<file path="config.mk">
export PLATFORM = sky130hd
export DESIGN_NAME = inst_fetch_queue
export DESIGN_NICKNAME = d
export VERILOG_FILES = /design/src/rtl/inst_fetch_queue.sv
export SDC_FILE = /design/constraint.sdc
export NUM_CORES = 1
export LEC_CHECK = 0
export ABC_AREA = 1
export ABC_CLOCK_PERIOD_IN_PS = 4200
export BUFFER_PORTS_ARGS = -buffer_cell sky130_fd_sc_hd__buf_2
export CORE_ASPECT_RATIO = 1.1
export CORE_MARGIN = 2
export CORE_UTILIZATION = 56
export CTS_CLUSTER_SIZE = 12
export DETAILED_ROUTE_END_ITERATION = 12
export HOLD_SLACK_MARGIN = 0.15
export PLACE_DENSITY = 0.88
export SKIP_CTS_REPAIR_TIMING = 1
export SLEW_MARGIN = 25
export SYNTH_ARGS = -nofsm -noshare
export SYNTH_HDL_FRONTEND = slang
export SYNTH_SLANG_ARGS = --single-unit
</file>
<file path="constraint.sdc">
create_clock -name clock -period 4.2 [get_ports clock]
set_input_delay 0.42 -clock clock [delete_from_list [all_inputs] [get_ports clock]]
set_output_delay 0.42 -clock clock [all_outputs]
set_load 0.005 [all_outputs]
</file>
<file path="src/rtl/inst_fetch_queue.sv">
`default_nettype none
// ============================================================================
//  Module      : inst_fetch_queue
//  Description : In-order instruction buffer between fetch and decode.
//                It accepts {PC, instruction} pairs over valid/ready and
//                stores up to DEPTH entries. The oldest entry is presented
//                with its RV32I fields already split out and with an
//                illegal-opcode flag. A one-cycle flush discards the whole
//                queue on a redirect.
//                Optional macro IFQ_BYPASS_EN: when the queue is empty and
//                decode is ready, the incoming word passes straight through
//                in the same cycle.
//  Revision    : 1.0 - initial release
// ============================================================================
module inst_fetch_queue #(
    parameter int              DEPTH    = 4,
    parameter int              XLEN     = 32,
    parameter logic [XLEN-1:0] NOP_WORD = 32'h00000013
) (
    input  logic                    clock,
    input  logic                    reset,
    input  logic                    flush,
    input  logic                    in_valid,
    output logic                    in_ready,
    input  logic [XLEN-1:0]         in_pc,
    input  logic [XLEN-1:0]         in_instr,
    output logic                    out_valid,
    input  logic                    out_ready,
    output logic [XLEN-1:0]         out_pc,
    output logic [XLEN-1:0]         out_instr,
    output logic [6:0]              out_opcode,
    output logic [4:0]              out_rd,
    output logic [2:0]              out_funct3,
    output logic [4:0]              out_rs1,
    output logic [4:0]              out_rs2,
    output logic [6:0]              out_funct7,
    output logic                    out_illegal,
    output logic [$clog2(DEPTH):0]  level
);

    localparam int c_ptr_w = $clog2(DEPTH);
    localparam int c_lvl_w = c_ptr_w + 1;

    localparam logic [c_lvl_w-1:0] c_full    = c_lvl_w'(DEPTH);
    localparam logic [c_lvl_w-1:0] c_lvl_one = c_lvl_w'(1);
    localparam logic [c_ptr_w-1:0] c_ptr_one = c_ptr_w'(1);

    // RV32I base opcodes
    localparam logic [6:0] c_op_lui    = 7'b0110111;
    localparam logic [6:0] c_op_auipc  = 7'b0010111;
    localparam logic [6:0] c_op_jal    = 7'b1101111;
    localparam logic [6:0] c_op_jalr   = 7'b1100111;
    localparam logic [6:0] c_op_branch = 7'b1100011;
    localparam logic [6:0] c_op_load   = 7'b0000011;
    localparam logic [6:0] c_op_store  = 7'b0100011;
    localparam logic [6:0] c_op_opimm  = 7'b0010011;
    localparam logic [6:0] c_op_op     = 7'b0110011;
    localparam logic [6:0] c_op_fence  = 7'b0001111;
    localparam logic [6:0] c_op_system = 7'b1110011;

    // Entry storage. It is not reset because occupancy alone decides validity.
    logic [XLEN-1:0]    r_pc_mem    [0:DEPTH-1];
    logic [XLEN-1:0]    r_instr_mem [0:DEPTH-1];

    logic [c_ptr_w-1:0] r_wr_ptr;
    logic [c_ptr_w-1:0] r_rd_ptr;
    logic [c_lvl_w-1:0] r_level;

    logic w_empty;
    logic w_full;
    logic w_head_valid;
    logic w_bypass;
    logic w_push;
    logic w_pop;
    logic w_legal;

    assign w_empty = (r_level == '0);
    assign w_full  = (r_level == c_full);

    // in_ready depends only on stored state and flush. It never depends on
    // out_ready, so a pop in the same cycle cannot open a full queue.
    assign in_ready     = ~w_full & ~flush;
    assign w_head_valid = ~w_empty & ~flush;

`ifdef IFQ_BYPASS_EN
    // Empty queue and ready decode: the word is consumed as it arrives
    assign w_bypass = w_empty & in_valid & out_ready & ~flush;
`else
    assign w_bypass = 1'b0;
`endif

    // A bypassed word is consumed directly, so it is neither stored nor popped
    assign w_push = in_valid & in_ready & ~w_bypass;
    assign w_pop  = w_head_valid & out_ready;

    assign out_valid = w_head_valid | w_bypass;
    assign level     = r_level;

    // Head selection: stored entry, bypassed input, or the idle NOP/zero-PC value
    always_comb begin
        out_pc    = '0;
        out_instr = NOP_WORD;
        if (w_head_valid) begin
            out_pc    = r_pc_mem[r_rd_ptr];
            out_instr = r_instr_mem[r_rd_ptr];
        end else if (w_bypass) begin
            out_pc    = in_pc;
            out_instr = in_instr;
        end
    end

    assign out_opcode = out_instr[6:0];
    assign out_rd     = out_instr[11:7];
    assign out_funct3 = out_instr[14:12];
    assign out_rs1    = out_instr[19:15];
    assign out_rs2    = out_instr[24:20];
    assign out_funct7 = out_instr[31:25];

    // Opcode legality check against the RV32I base set
    always_comb begin
        w_legal = 1'b0;
        case (out_opcode)
            c_op_lui, c_op_auipc, c_op_jal, c_op_jalr, c_op_branch,
            c_op_load, c_op_store, c_op_opimm, c_op_op, c_op_fence,
            c_op_system: w_legal = 1'b1;
            default:     w_legal = 1'b0;
        endcase
    end

    // The NOP head (empty or flushing) is legal; only a valid head is flagged
    assign out_illegal = out_valid & ~w_legal;

    // Write the accepted word into the slot at the write pointer
    always_ff @(posedge clock) begin
        if (w_push) begin
            r_pc_mem[r_wr_ptr]    <= in_pc;
            r_instr_mem[r_wr_ptr] <= in_instr;
        end
    end

    // Pointer and occupancy tracking. Flush resets the queue to empty.
    always_ff @(posedge clock or posedge reset) begin
        if (reset) begin
            r_wr_ptr <= '0;
            r_rd_ptr <= '0;
            r_level  <= '0;
        end else if (flush) begin
            r_wr_ptr <= '0;
            r_rd_ptr <= '0;
            r_level  <= '0;
        end else begin
            if (w_push) begin
                r_wr_ptr <= r_wr_ptr + c_ptr_one;
            end
            if (w_pop) begin
                r_rd_ptr <= r_rd_ptr + c_ptr_one;
            end
            case ({w_push, w_pop})
                2'b10:   r_level <= r_level + c_lvl_one;
                2'b01:   r_level <= r_level - c_lvl_one;
                default: r_level <= r_level;
            endcase
        end
    end

endmodule
`default_nettype wire

</file>
==> Word level (Yosys, flattened, before mapping) <==
Memories as Yosys holds them, arrays and structs flattened.
Cells that the tools add are included.
{ "op_classes": {"n_addsub": 4, "multipliers": 0, "div_mod_pow": 0, "order_cmp": 0, "n_eq_ne": 14, "shifts": 0, "muxes": 11, "bitwise": 9, "reduce_logical": 5} }
{ "ops": {"columns": ["cell", "count"], "rows": [
  ["2-to-1 mux 32 bit", 2],
  ["== test 7 bit (second input constant)", 4],
  ["== test 7 x 6 -> 1 bit (second input constant)", 3],
  ["== test 7 x 5 -> 1 bit (second input constant)", 2],
  ["OR reduction 11 bit", 1],
  ["2-to-1 mux 2 bit", 4],
  ["== test 7 x 2 -> 1 bit (second input constant)", 1],
  ["== test 7 x 4 -> 1 bit (second input constant)", 1],
  ["one-hot mux 3 bit (2 select lines)", 1],
  ["AND 1 bit", 5],
  ["adder 2 x 1 -> 2 bit (second input constant)", 2],
  ["NOT 1 bit", 4],
  ["nonzero test 2 bit", 2],
  ["adder 3 x 1 -> 3 bit (second input constant)", 1],
  ["== test 3 bit (second input constant)", 1],
  ["zero test 3 bit", 1],
  ["2-to-1 mux 1 bit", 3],
  ["2-to-1 mux 3 bit", 1],
  ["nonzero test 3 bit", 1],
  ["subtractor 3 x 1 -> 3 bit (second input constant)", 1],
  ["== test 2 x 1 -> 1 bit (second input constant)", 1],
  ["== test 2 bit (second input constant)", 1]
]} }
{ "totals": {"reg_bits": 7, "latch_bits": 0, "ram_bits": 256, "rom_bits": 0, "in_bits": 69, "out_inout_bits": 102, "memories": 2} }
{ "mem_list": {"columns": ["name", "depth", "width", "read_ports", "rd_ports_with_merged_regs", "write_ports", "line", "rtl"], "rows": [
  ["r_instr_mem", 4, 32, 1, 0, 1, "63", "logic [XLEN-1:0] r_instr_mem [0:DEPTH-1];"],
  ["r_pc_mem", 4, 32, 1, 0, 1, "62", "logic [XLEN-1:0] r_pc_mem [0:DEPTH-1];"]
]} }

==> Longest topological paths before layout <==
Gate-level depths: netlist of the first run.
{ "depth": {"depth_word": 9, "ltp_mapped": 13} }

==> Worst setup path after synthesis of the first run <==
No wires, ideal clock.
{ "synth_path": {"kind": "reg2reg", "from": "register r_level[1] (netlist: level[1])", "to": "memory r_instr_mem[0][0], enable pin", "setup_ns": 0.487, "t_arrival_ns": 3.414, "required_ns": 3.713, "path_slack_ns": 0.299, "stages_incl_launch_ff": 5, "n_path_buf": 0, "synth_period_minus_slack_ns": 3.901, "cell_sequence": "dfrtp_1 nor2_1 nand2_1 nand3_1 nor2_1"} }
{ "synth_between": {"elab_chain_cells": 6} }
{ "synth_rtl": {"columns": ["item", "line", "rtl"], "rows": [
  ["start, declared", "67", "logic [c_lvl_w-1:0] r_level;"],
  ["start signal, assigned", "159", "2'b10: r_level <= r_level + c_lvl_one;"],
  ["start signal, assigned", "160", "2'b01: r_level <= r_level - c_lvl_one;"],
  ["start signal, assigned", "161", "default: r_level <= r_level;"],
  ["== test 3 bit", "78", "assign w_full = (r_level == c_full);"],
  ["NOT 1 bit", "82", "assign in_ready = ~w_full & ~flush;"],
  ["AND 1 bit", "82", null],
  ["AND 1 bit", "93", "assign w_push = in_valid & in_ready & ~w_bypass;"],
  ["2-to-1 mux 1 bit", "135", "if (w_push) begin"],
  ["2-to-1 mux 1 bit (not written as such)", "137", "r_instr_mem[r_wr_ptr] <= in_instr;"],
  ["end, declared", "63", null]
]} }
Every way passes these cells.

==> Worst setup path after layout of the first run <==
{ "layout_path": {"from": "register r_rd_ptr[0]", "to": "output out_illegal"} }
{ "layout_between": {"elab_chain_cells": 7, "elab_cells_between_ends": 17, "cone_classes": "eq/ne: 11; mux: 2; bitwise: 2; reduce/logical: 1; memory: 1"} }
{ "layout_rtl": {"columns": ["item", "line", "rtl"], "rows": [
  ["start, declared", "66", "logic [c_ptr_w-1:0] r_rd_ptr;"],
  ["start signal, assigned", "156", "r_rd_ptr <= r_rd_ptr + c_ptr_one;"],
  ["memory read (4 x 32 bit) *", null, null],
  ["2-to-1 mux 32 bit *", "103", "if (w_head_valid) begin"],
  ["== test 7 x 6 -> 1 bit, or another cell as far along", "122", "case (out_opcode)"],
  ["OR reduction 11 bit *", "122", null],
  ["2-to-1 mux 1 bit *", "122", null],
  ["NOT 1 bit *", "131", "assign out_illegal = out_valid & ~w_legal;"],
  ["AND 1 bit *", "131", null],
  ["end, declared", "37", "output logic out_illegal,"]
]} }
Mark *: on every way between the ends. The rest lies on a longest branch, timed or not.

==> results of run 1 <==
[worst min-delay path by stage]
stage | end | slack (ps) | cells past startpoint
after floorplan | level[0]$_DFFE_PP0P_ | 220 | 1
after global placement | level[2]$_DFFE_PP0P_ | 380 | 2
after detailed placement | level[2]$_DFFE_PP0P_ | 380 | 2
after CTS | r_wr_ptr[1]$_DFFE_PP0P_ | -190 | 2
after global routing | r_wr_ptr[1]$_DFFE_PP0P_ | 190 | 3
final | r_wr_ptr[1]$_DFFE_PP0P_ | 190 | 3
[cells in the final DEF, fill, tap and decap left out, types with 5 or more instances in the layout]
cell type,synthesis,layout
a21oi_1,60,60
buf_2,18,170
buf_4,32,8
clkbuf_1,18,12
clkbuf_16,0,26
dfrtp_1,7,5
dlygate4sd3_1,0,65
edfxtp_1,256,256
inv_1,24,23
inv_2,5,5
nand2_1,53,53
nand3_1,22,22
nor2_1,237,233
o21ai_0,117,117
[through the flow]
stage                     area (sq um)  std cells  setup WS (ps)  hold slack [ps]  utilization
after global routing             12900       1326            442              188        0.696
after floorplan                  10600        875            299              223            -
after CTS                        12300       1261            703             -188        0.661
final                            12900       1326            679              185        0.696
after detailed placement         11500       1220           1280              382        0.621
after global placement           11500       1220           1350              382        0.621
[routing by layer]
| metal | part of all wire | vias up | routed length, microns |
|---|---|---|---|
| met5 | 0 | - | 0 |
| met4 | 0.020 | 0 | 473 |
| met3 | 0.071 | 49 | 1690 |
| met2 | 0.54 | 341 | 12700 |
| met1 | 0.37 | 3453 | 8810 |
| li1 | - | 3396 | - |
[logic make-up (layout without fill, tap and decap cells)]
| family | Yosys count | count (layout) | synth area share |
|---|---|---|---|
| buffers and inverters | 109 | 317 | 0.0532 |
| xor gates and xnor gates | 2 | 2 | 0.00165 |
| DFF | 263 | 263 | 0.739 |
| AOI/OAI and AO/OA | 182 | 182 | 0.0863 |
| and+or+nand+nor | 314 | 314 | 0.114 |
| adders and majority gates | 5 | 5 | 0.00658 |
[area by class of cell]
cell class | count | area (sq um)
sequential | 263 | 7870
fill | 1218 | 5640
multi-input combinational | 503 | 2250
timing repair buffer | 247 | 1640
clock buffer | 39 | 709
tap | 243 | 304
inverter | 29 | 110
clock inverter | 2 | 25.0
[tightest hold or removal path, stage by stage]
cell,delay (ps)
buf_2,100
nand3_1,70
o21ai_0,80
[power groups by stage]
| stage | combinational [mW] | clock, mW | sequential [mW] |
|---|---|---|---|
| 3_3_place_gp | 1.75 | 0 | 3.15 |
| 4_1_cts | 1.84 | 2.06 | 3.10 |
| 5_1_grt | 2.13 | 2.17 | 3.12 |
| 6_report | 1.90 | 2.03 | 3.11 |
| 2_1_floorplan | 1.26 | 0 | 3.16 |
| 3_5_place_dp | 1.82 | 0 | 3.16 |
[state kept, by name (all words and copies together), names as in the netlist]
| signal | flops |
|---|---|
| level | 3 |
| r_instr_mem | 128 |
| r_pc_mem | 128 |
| r_rd_ptr | 2 |
| r_wr_ptr | 2 |
==> impl_metrics.csv, run 1 <==
group,metric,value,unit
setup_path,ff2ff_path_depth,11,
routing,viasPerCell,5.46,
global_route,grt_max_degree,71,
clocking,cts_buffers,26,
yosys,synth_cell_types,23,
place,place_congestion,0.782,
sta,drv_slew,0,
pwr,intPower,4.86,mW
global_route,grt_usage,0.217,
yosys,yosys.area.top_type,"edfxtp_1",
pwr,switching_share,0.310,
clocking,cts_tree,"built",
finish,nNetsFinal,1144,
pwr,peakVddDrop,0.000401,V
clocking,clk_latency,530,ps
setup_path,path_depth,13,
die,rows,52,
die,io_pins,171,
place,placement.io_buffers,170,
pwr,clkPwrFrac,0.289,
yosys,syn_nets,949,
global_route,grt-ovfl-total,0,
die,fp.dieH,149,microns
finish,antenna_cells,0,
setup_path,cp_slowest_stage_delay,700,ps
finish,drive_above_1_share,0.210,
clocking,cts.clk_slew.worst_paths,60,ps
die,dieArea,20100,sq um
routing,drc_errors,0,
yosys,synth_commonest_cells,"edfxtp_1 (256), nor2_1 (237), o21ai_0 (117), a21oi_1 (60), nand2_1 (53)",
sta,post-route-min-period,3520,ps
die,core_area,18500,sq um
yosys,synth_top_area_frac,0.722,
run_status,status,"finished, final reports clean",
job,maxCapViolations,0,
clocking,cts-root-buf,"clkbuf_16",
routing,first_iter_violations,663,
sta,hold_violations,0,
setup_path,rrSetupSlack,1570,ps
yosys,ys_seq_elements,263,
setup_path,critPathBufInv,4,
pwr,finalPower,7.04,mW
global_route,grt_pass1_vias,6893,
routing,firstDrtPassIters,6,
yosys,netlist_area,10600,sq um
global_route,antenna_found_initial,0,
yosys,yosysWarnings,0,
setup_path,critPathCaptureType,"primary output",
sta,fin_crit_sh,0.838,
pwr,p_seq_frac,0.441,
setup_path,cp-startpoint,"r_rd_ptr[0]$_DFFE_PP0P_",
setup_path,crit_slowest_cell,"buf_4",
setup_path,critPathKind,"reg2out",
pwr,power.density,546,nW/um^2
routing,wl_per_cell,17.9,microns
yosys,synth_ff_type,"edfxtp_1",
die,start_util,0.574,
clocking,cts_buffer_depth,3,
clocking,cts.sinks,263,
pwr,leakage,4.93,nW
sta,fin_setup_tns,0,ps
setup_path,rr_endpoint,"level[2]$_DFFE_PP0P_",
global_route,grt.busiest_layer,"met2",
setup_path,cp-endpoint,"out_illegal",
routing,wirelength,23700,microns
worst_hold_path,holdCritStartpoint,"in_valid",
setup_path,crit_required,3780,ps
setup_path,r2r-start,"level[1]$_DFFE_PP0P_",
die,die_x,135,microns
yosys,synth_most_common_cell,"edfxtp_1",
worst_hold_path,min-delay-path-class,"in2reg",
pwr,p_switching,2.19,mW
clocking,htree_num_levels,1,
setup_path,crit_top_cell,"nand2_1",
global_route,grt_first_pass_wirelength,34000,microns
yosys,synth_edf_count,256,
finish,area_delta_synth_final,21.2,%
global_route,met2_usage,0.390,
sta,fmax,284,MHz
place,dp_hpwl,12700,microns
yosys,yosysSeqAreaShare,0.739,
pwr,pwr-share-comb,0.270,
yosys,syn_inst,875,
setup_path,start_kind,"flip-flop",
global_route,grt_util_met3,0.0409,
sta,fin_worst_skew,24.8,ps
sta,relSlewSlack,0.433,
setup_path,path_cells,"buf_4 -> buf_4 -> nand2_1 -> nand3_1 -> nand2_1 -> nand2_1 -> nand2_1 -> nand2_1 -> nand2_1 -> nand3_1 -> nand2_1 -> inv_1 -> buf_2",
yosys,synthArstFlopShare,0.0266,
routing,final_antenna_net_count,0,
yosys,syn_avg_cell_area,12.2,sq um
yosys,synthTopCellsByArea,"edfxtp_1 (72%), nor2_1 (8.4%), o21ai_0 (5.5%)",
global_route,gr-usage-met1,0.259,
sta,finalSetupViolations,0,
sta,rsz0062_at_grt,"false",
sta,tightest_slew,851,ps
setup_path,crit_arrival,3100,ps
setup_path,crit_family,"buffers and inverters",
routing,num_vias,7239,
setup_path,path_max_fanout,70,
No activity file was read; power rests on OpenSTA's default activity.
==> run 2, diff against run 1 <==
--- a/config.mk
+++ b/config.mk
@@ -6,7 +6,7 @@
 export NUM_CORES = 1
 export LEC_CHECK = 0
 export ABC_AREA = 1
-export ABC_CLOCK_PERIOD_IN_PS = 4200
+export ABC_CLOCK_PERIOD_IN_PS = 3500
 export BUFFER_PORTS_ARGS = -buffer_cell sky130_fd_sc_hd__buf_2
 export CORE_ASPECT_RATIO = 1.1
 export CORE_MARGIN = 2
==> constraint.sdc (replaced) <==
create_clock -name clock -period 3.5 [get_ports clock]
set_input_delay 0.35 -clock clock [delete_from_list [all_inputs] [get_ports clock]]
set_output_delay 0.35 -clock clock [all_outputs]
set_load 0.005 [all_outputs]
==> impl_metrics.csv, run 2 (synthesis gave the netlist of run 1 again) <==
group,metric,value,unit
finish,fin_area,12900,sq um
finish,layout_common_cells,"edfxtp_1 (256), nor2_1 (233), buf_2 (170)",
place,place_congestion,0.792,
setup_path,critPathBufInv,3,
routing,final_antenna_net_count,0,
setup_path,crit_slowest_cell,"clkinv_2",
setup_path,path_depth,10,
setup_path,start_kind,"flip-flop",
setup_path,cp_slowest_stage_delay,550,ps
sta,fmax,340,MHz
pwr,power.density,651,nW/um^2
place,placement.io_buffers,170,
setup_path,critPathCaptureType,"primary output",
place,place_area,11500,sq um
clocking,cts.sinks,263,
pwr,peakVddDrop,0.000535,V
global_route,antenna_found_initial,1,
pwr,finalPower,8.42,mW
routing,wl_per_cell,17.2,microns
global_route,grt_pass1_vias,6655,
routing,first_iter_violations,687,
setup_path,path_max_fanout,57,
place,placed_cells,1220,
setup_path,crit_top_cell,"nand2_1",
routing,viasPerCell,5.40,
sta,drv_slew,0,
sta,tightest_slew,858,ps
routing,wirelength,22800,microns
clocking,cts_buffer_depth,3,
pwr,leakage,4.93,nW
die,core_area,18500,sq um
global_route,grt_first_pass_wirelength,33100,microns
die,rows,52,
die,fp.dieH,149,microns
die,die_x,135,microns
routing,num_vias,7165,
clocking,cts-root-buf,"clkbuf_16",
clocking,cts_tree,"built",
setup_path,ff2ff_path_depth,12,
finish,multiInputGateArea,2250,sq um
global_route,grt_max_degree,131,
finish,finalNonFillerCells,1328,
routing,drc_errors,0,
clocking,cts_buffers,26,
setup_path,crit_family,"simple AND/OR/NAND/NOR gates",
finish,seq_area,7870,sq um
worst_hold_path,min-delay-path-class,"in2reg",
clocking,cts.clk_slew.worst_paths,60,ps
job,maxCapViolations,0,
sta,finalSetupViolations,0,
setup_path,crit_required,3150,ps
die,start_util,0.574,
place,dp_hpwl,12000,microns
clocking,htree_num_levels,1,
global_route,grt_usage,0.211,
worst_hold_path,min_path_cells,4,
sta,fin_worst_skew,14.1,ps
sta,fin_crit_sh,0.841,
finish,area_delta_synth_final,21.4,%
sta,rsz0062_at_grt,"false",
sta,hold_violations,0,
finish,drive_above_1_share,0.208,
setup_path,path_cells,"clkinv_2 -> nand2_1 -> nand3_1 -> a21oi_2 -> nand2_1 -> nand2_1 -> nand3_1 -> nand2_1 -> inv_1 -> buf_2",
die,dieArea,20100,sq um
global_route,grt-ovfl-total,0,
sta,post-route-min-period,2950,ps
run_status,status,"finished, final reports clean",
finish,nNetsFinal,1145,
clocking,clk_latency,510,ps
setup_path,crit_arrival,2600,ps
die,io_pins,171,
routing,firstDrtPassIters,4,
setup_path,critPathKind,"reg2out",
finish,final_core_util,0.697,
sta,relSlewSlack,0.428,
finish,final_common_cell,"edfxtp_1",
finish,fill_cells,1183,
-- run 2: cell types whose count changed in the layout (fill, tap and decap cells not counted), sizes merged --
| cell | change |
|---|---|
| dlygate4sd3 | +1 |
| diode | +1 |
| clkinvlp | +1 |
| clkinv | -1 |
-- run 2: cell type report --
cell class | instances | share of cell area
Sequential cell | 263 | 0.609
Multi-Input combinational cell | 503 | 0.174
Timing Repair Buffer | 248 | 0.129
Clock buffer | 39 | 0.0557
Tap cell | 243 | 0.0235
Inverter | 29 | 0.00852
Clock inverter | 2 | 0.000871
Antenna cell | 1 | 0.000194
-- run 2: where the power goes --
group | total, mW | internal, mW | switching [mW]
registers | 3.73 | 3.67 | 0.0640
logic | 2.26 | 0.789 | 1.47
clock network | 2.43 | 1.40 | 1.03
total | 8.42 | 5.86 | 2.56
-- run 2: worst register-to-register path: cells and delay by family, from the launching register on --
family,cells,cell delay (ps)
AO/OA/AOI/OAI,1,70
adder cells (fa/ha/maj),1,380
AND/OR/NAND/NOR,6,730
flip-flops,1,420
buffers and inverters,2,440
XOR/XNOR,2,370
-- run 2: path summary, 6_finish.rpt --
| check | from | to | slack, ps |
|---|---|---|---|
| setup / recovery | r_rd_ptr[0]$_DFFE_PP0P_ | out_illegal | 550 |
| hold / removal | flush | r_rd_ptr[0]$_DFFE_PP0P_ | 150 |
| setup reg to reg | level[1]$_DFFE_PP0P_ | level[2]$_DFFE_PP0P_ | 1010 |
| hold reg to reg | r_wr_ptr[0]$_DFFE_PP0P_ | r_wr_ptr[0]$_DFFE_PP0P_ | 580 |
| max in group asynchronous | reset | r_rd_ptr[0]$_DFFE_PP0P_ | 2950 |
| min in group asynchronous | reset | level[2]$_DFFE_PP0P_ | 310 |
-- run 2: metrics by stage --
stage | setup slack [ps] | setup TNS, ps | hold slack (ps)
2_1_floorplan | -401 | -102600 | 153
3_3_place_gp | 1130 | 0 | 292
3_5_place_dp | 1060 | 0 | 298
4_1_cts | 605 | 0 | -237
5_1_grt | 307 | 0 | 159
6_report | 555 | 0 | 151
-- run 2: routing by layer --
metal  vias up  routed length, microns  track usage
met2       283                   11900        0.372
met5         -                       0            0
met1      3446                    9000        0.262
met3        41                    1420       0.0368
met4         0                     473       0.0760
li1       3395                       -            -
==> run 3, diff against run 2 <==
--- a/config.mk
+++ b/config.mk
@@ -6,15 +6,15 @@
 export NUM_CORES = 1
 export LEC_CHECK = 0
 export ABC_AREA = 1
-export ABC_CLOCK_PERIOD_IN_PS = 3500
+export ABC_CLOCK_PERIOD_IN_PS = 2400
 export BUFFER_PORTS_ARGS = -buffer_cell sky130_fd_sc_hd__buf_2
 export CORE_ASPECT_RATIO = 1.1
 export CORE_MARGIN = 2
-export CORE_UTILIZATION = 56
+export CORE_UTILIZATION = 51
 export CTS_CLUSTER_SIZE = 12
 export DETAILED_ROUTE_END_ITERATION = 12
 export HOLD_SLACK_MARGIN = 0.15
-export PLACE_DENSITY = 0.88
+export PLACE_DENSITY = 0.85
 export SKIP_CTS_REPAIR_TIMING = 1
 export SLEW_MARGIN = 25
 export SYNTH_ARGS = -nofsm -noshare
==> constraint.sdc (replaced) <==
create_clock -name clock -period 2.4 [get_ports clock]
set_input_delay 0.24 -clock clock [delete_from_list [all_inputs] [get_ports clock]]
set_output_delay 0.24 -clock clock [all_outputs]
set_load 0.005 [all_outputs]
==> impl_metrics.csv, run 3 (synthesis gave the netlist of run 1 again) <==
group,metric,value,unit
clocking,htree_num_levels,1,
pwr,leakage,5.18,nW
clocking,cts_buffers,27,
die,io_pins,171,
place,place_area,11600,sq um
sta,worst_slack,12.4,ps
sta,rsz0062_at_grt,"true",
routing,wl_per_cell,18.8,microns
finish,nNetsFinal,1171,
global_route,grt_first_pass_wirelength,34100,microns
die,dieArea,22000,sq um
global_route,grt_max_degree,69,
sta,post-route-min-period,2390,ps
sta,tightest_slew,464,ps
pwr,finalPower,13.2,mW
routing,num_vias,7480,
sta,relSlewSlack,0.691,
sta,hold_violations,0,
setup_path,path_max_fanout,8,
routing,drc_errors,0,
setup_path,cp_slowest_stage_delay,570,ps
clocking,cts.clk_slew.worst_paths,60,ps
setup_path,critPathKind,"reg2out",
routing,met2WireLength,13400,microns
finish,fill_cells,1411,
place,dp_hpwl,12600,microns
finish,final_common_cell,"edfxtp_1",
sta,fmax,419,MHz
setup_path,crit_top_cell,"nand2_1",
routing,first_iter_violations,664,
routing,topRoutingLayerUsed,"met4",
finish,layout_common_cells,"edfxtp_1 (256), nor2_1 (231), buf_2 (170)",
clocking,cts-root-buf,"clkbuf_16",
finish,antenna_cells,0,
routing,met1_length,9900,microns
pwr,peakVddDrop,0.000815,V
clocking,cts.sinks,263,
die,core_area,20500,sq um
setup_path,crit_required,2160,ps
run_status,status,"finished, final reports clean",
setup_path,critPathCaptureType,"primary output",
setup_path,path_cells,"clkinv_8 -> buf_6 -> nand2_1 -> nand3_1 -> nand2_1 -> nand2_1 -> nand2_2 -> a21oi_2 -> nand3_1 -> nand2_1 -> inv_1 -> buf_2",
routing,final_antenna_net_count,0,
place,placement.io_buffers,170,
job,maxCapViolations,0,
die,fp.dieH,156,microns
sta,fin_crit_sh,0.995,
worst_hold_path,min-delay-path-class,"in2reg",
finish,drive_above_1_share,0.237,
global_route,grt_usage,0.197,
routing,viasPerCell,5.45,
clocking,clk_latency,510,ps
setup_path,crit_arrival,2150,ps
setup_path,start_kind,"flip-flop",
die,die_x,142,microns
clocking,cts_tree,"built",
global_route,grt-ovfl-total,0,
finish,fin_area,13500,sq um
global_route,antenna_found_initial,0,
sta,drv_slew,0,
place,place_congestion,0.805,
sta,fin_worst_skew,12.3,ps
die,start_util,0.519,
routing,firstDrtPassIters,5,
die,rows,55,
routing,wirelength,25800,microns
clocking,cts_buffer_depth,3,
pwr,power.density,983,nW/um^2
global_route,grt_pass1_vias,6673,
routing,dr_wl_met3,1760,microns
finish,area_delta_synth_final,26.6,%
setup_path,crit_slowest_cell,"dfrtp_4",
place,pre_cts_ws,399,ps
sta,finalSetupViolations,0,
==> run 3: stage by stage <==
stage | setup TNS (ps) | utilization | std cells | hold slack (ps)
after floorplan | -126280 | - | 875 | 43.4
after global placement | 0 | 0.568 | 1237 | 215
after detailed placement | 0 | 0.568 | 1237 | 214
after CTS | -170 | 0.606 | 1285 | -327
after global routing | -196 | 0.657 | 1372 | 209
final | 0 | 0.657 | 1372 | 200
==> run 3: power breakdown <==
part	internal [mW]	switching [mW]	total, mW
Sequential	5.35	0.127	5.48
Clock	2.18	1.59	3.76
Combinational	1.60	2.41	4.01
==> run 3: area by class of cell <==
class	instances	area (sq um)	share of cell area
timing repair buffer	273	2090	0.155
tap	256	320	0.0238
inverter	29	121	0.00901
sequential	263	7870	0.584
clock buffer	40	724	0.0538
multi-input combinational	503	2290	0.170
clock inverter	8	58.8	0.00436
==> run 3: worst max-delay path: cells and delay by family, from the launching register on <==
kind | cells | cell delay [ps]
AND/OR/NAND/NOR | 7 | 620
flip-flops | 1 | 570
buffers and inverters | 4 | 350
AO/OA/AOI/OAI | 1 | 90
==> run 3: routing by layer <==
metal | global-route usage | up-vias
met3 | 0.0282 | 65
met2 | 0.343 | 387
met4 | 0.0748 | 0
met5 | 0 | -
li1 | - | 3463
met1 | 0.253 | 3565
==> run 3: final timing paths <==
check,startpoint,endpoint,slack [ps],cells after the start
worst min register to register,r_wr_ptr[0]$_DFFE_PP0P_,r_wr_ptr[0]$_DFFE_PP0P_,560,1
worst max register to register,level[1]$_DFFE_PP0P_,level[2]$_DFFE_PP0P_,360,11
min in group asynchronous,reset,level[0]$_DFFE_PP0P_,250,3
worst max-delay path,r_rd_ptr[0]$_DFFE_PP0P_,out_illegal,10,12
max in group asynchronous,reset,r_rd_ptr[0]$_DFFE_PP0P_,1860,3
worst min-delay path,out_ready,r_rd_ptr[1]$_DFFE_PP0P_,200,5
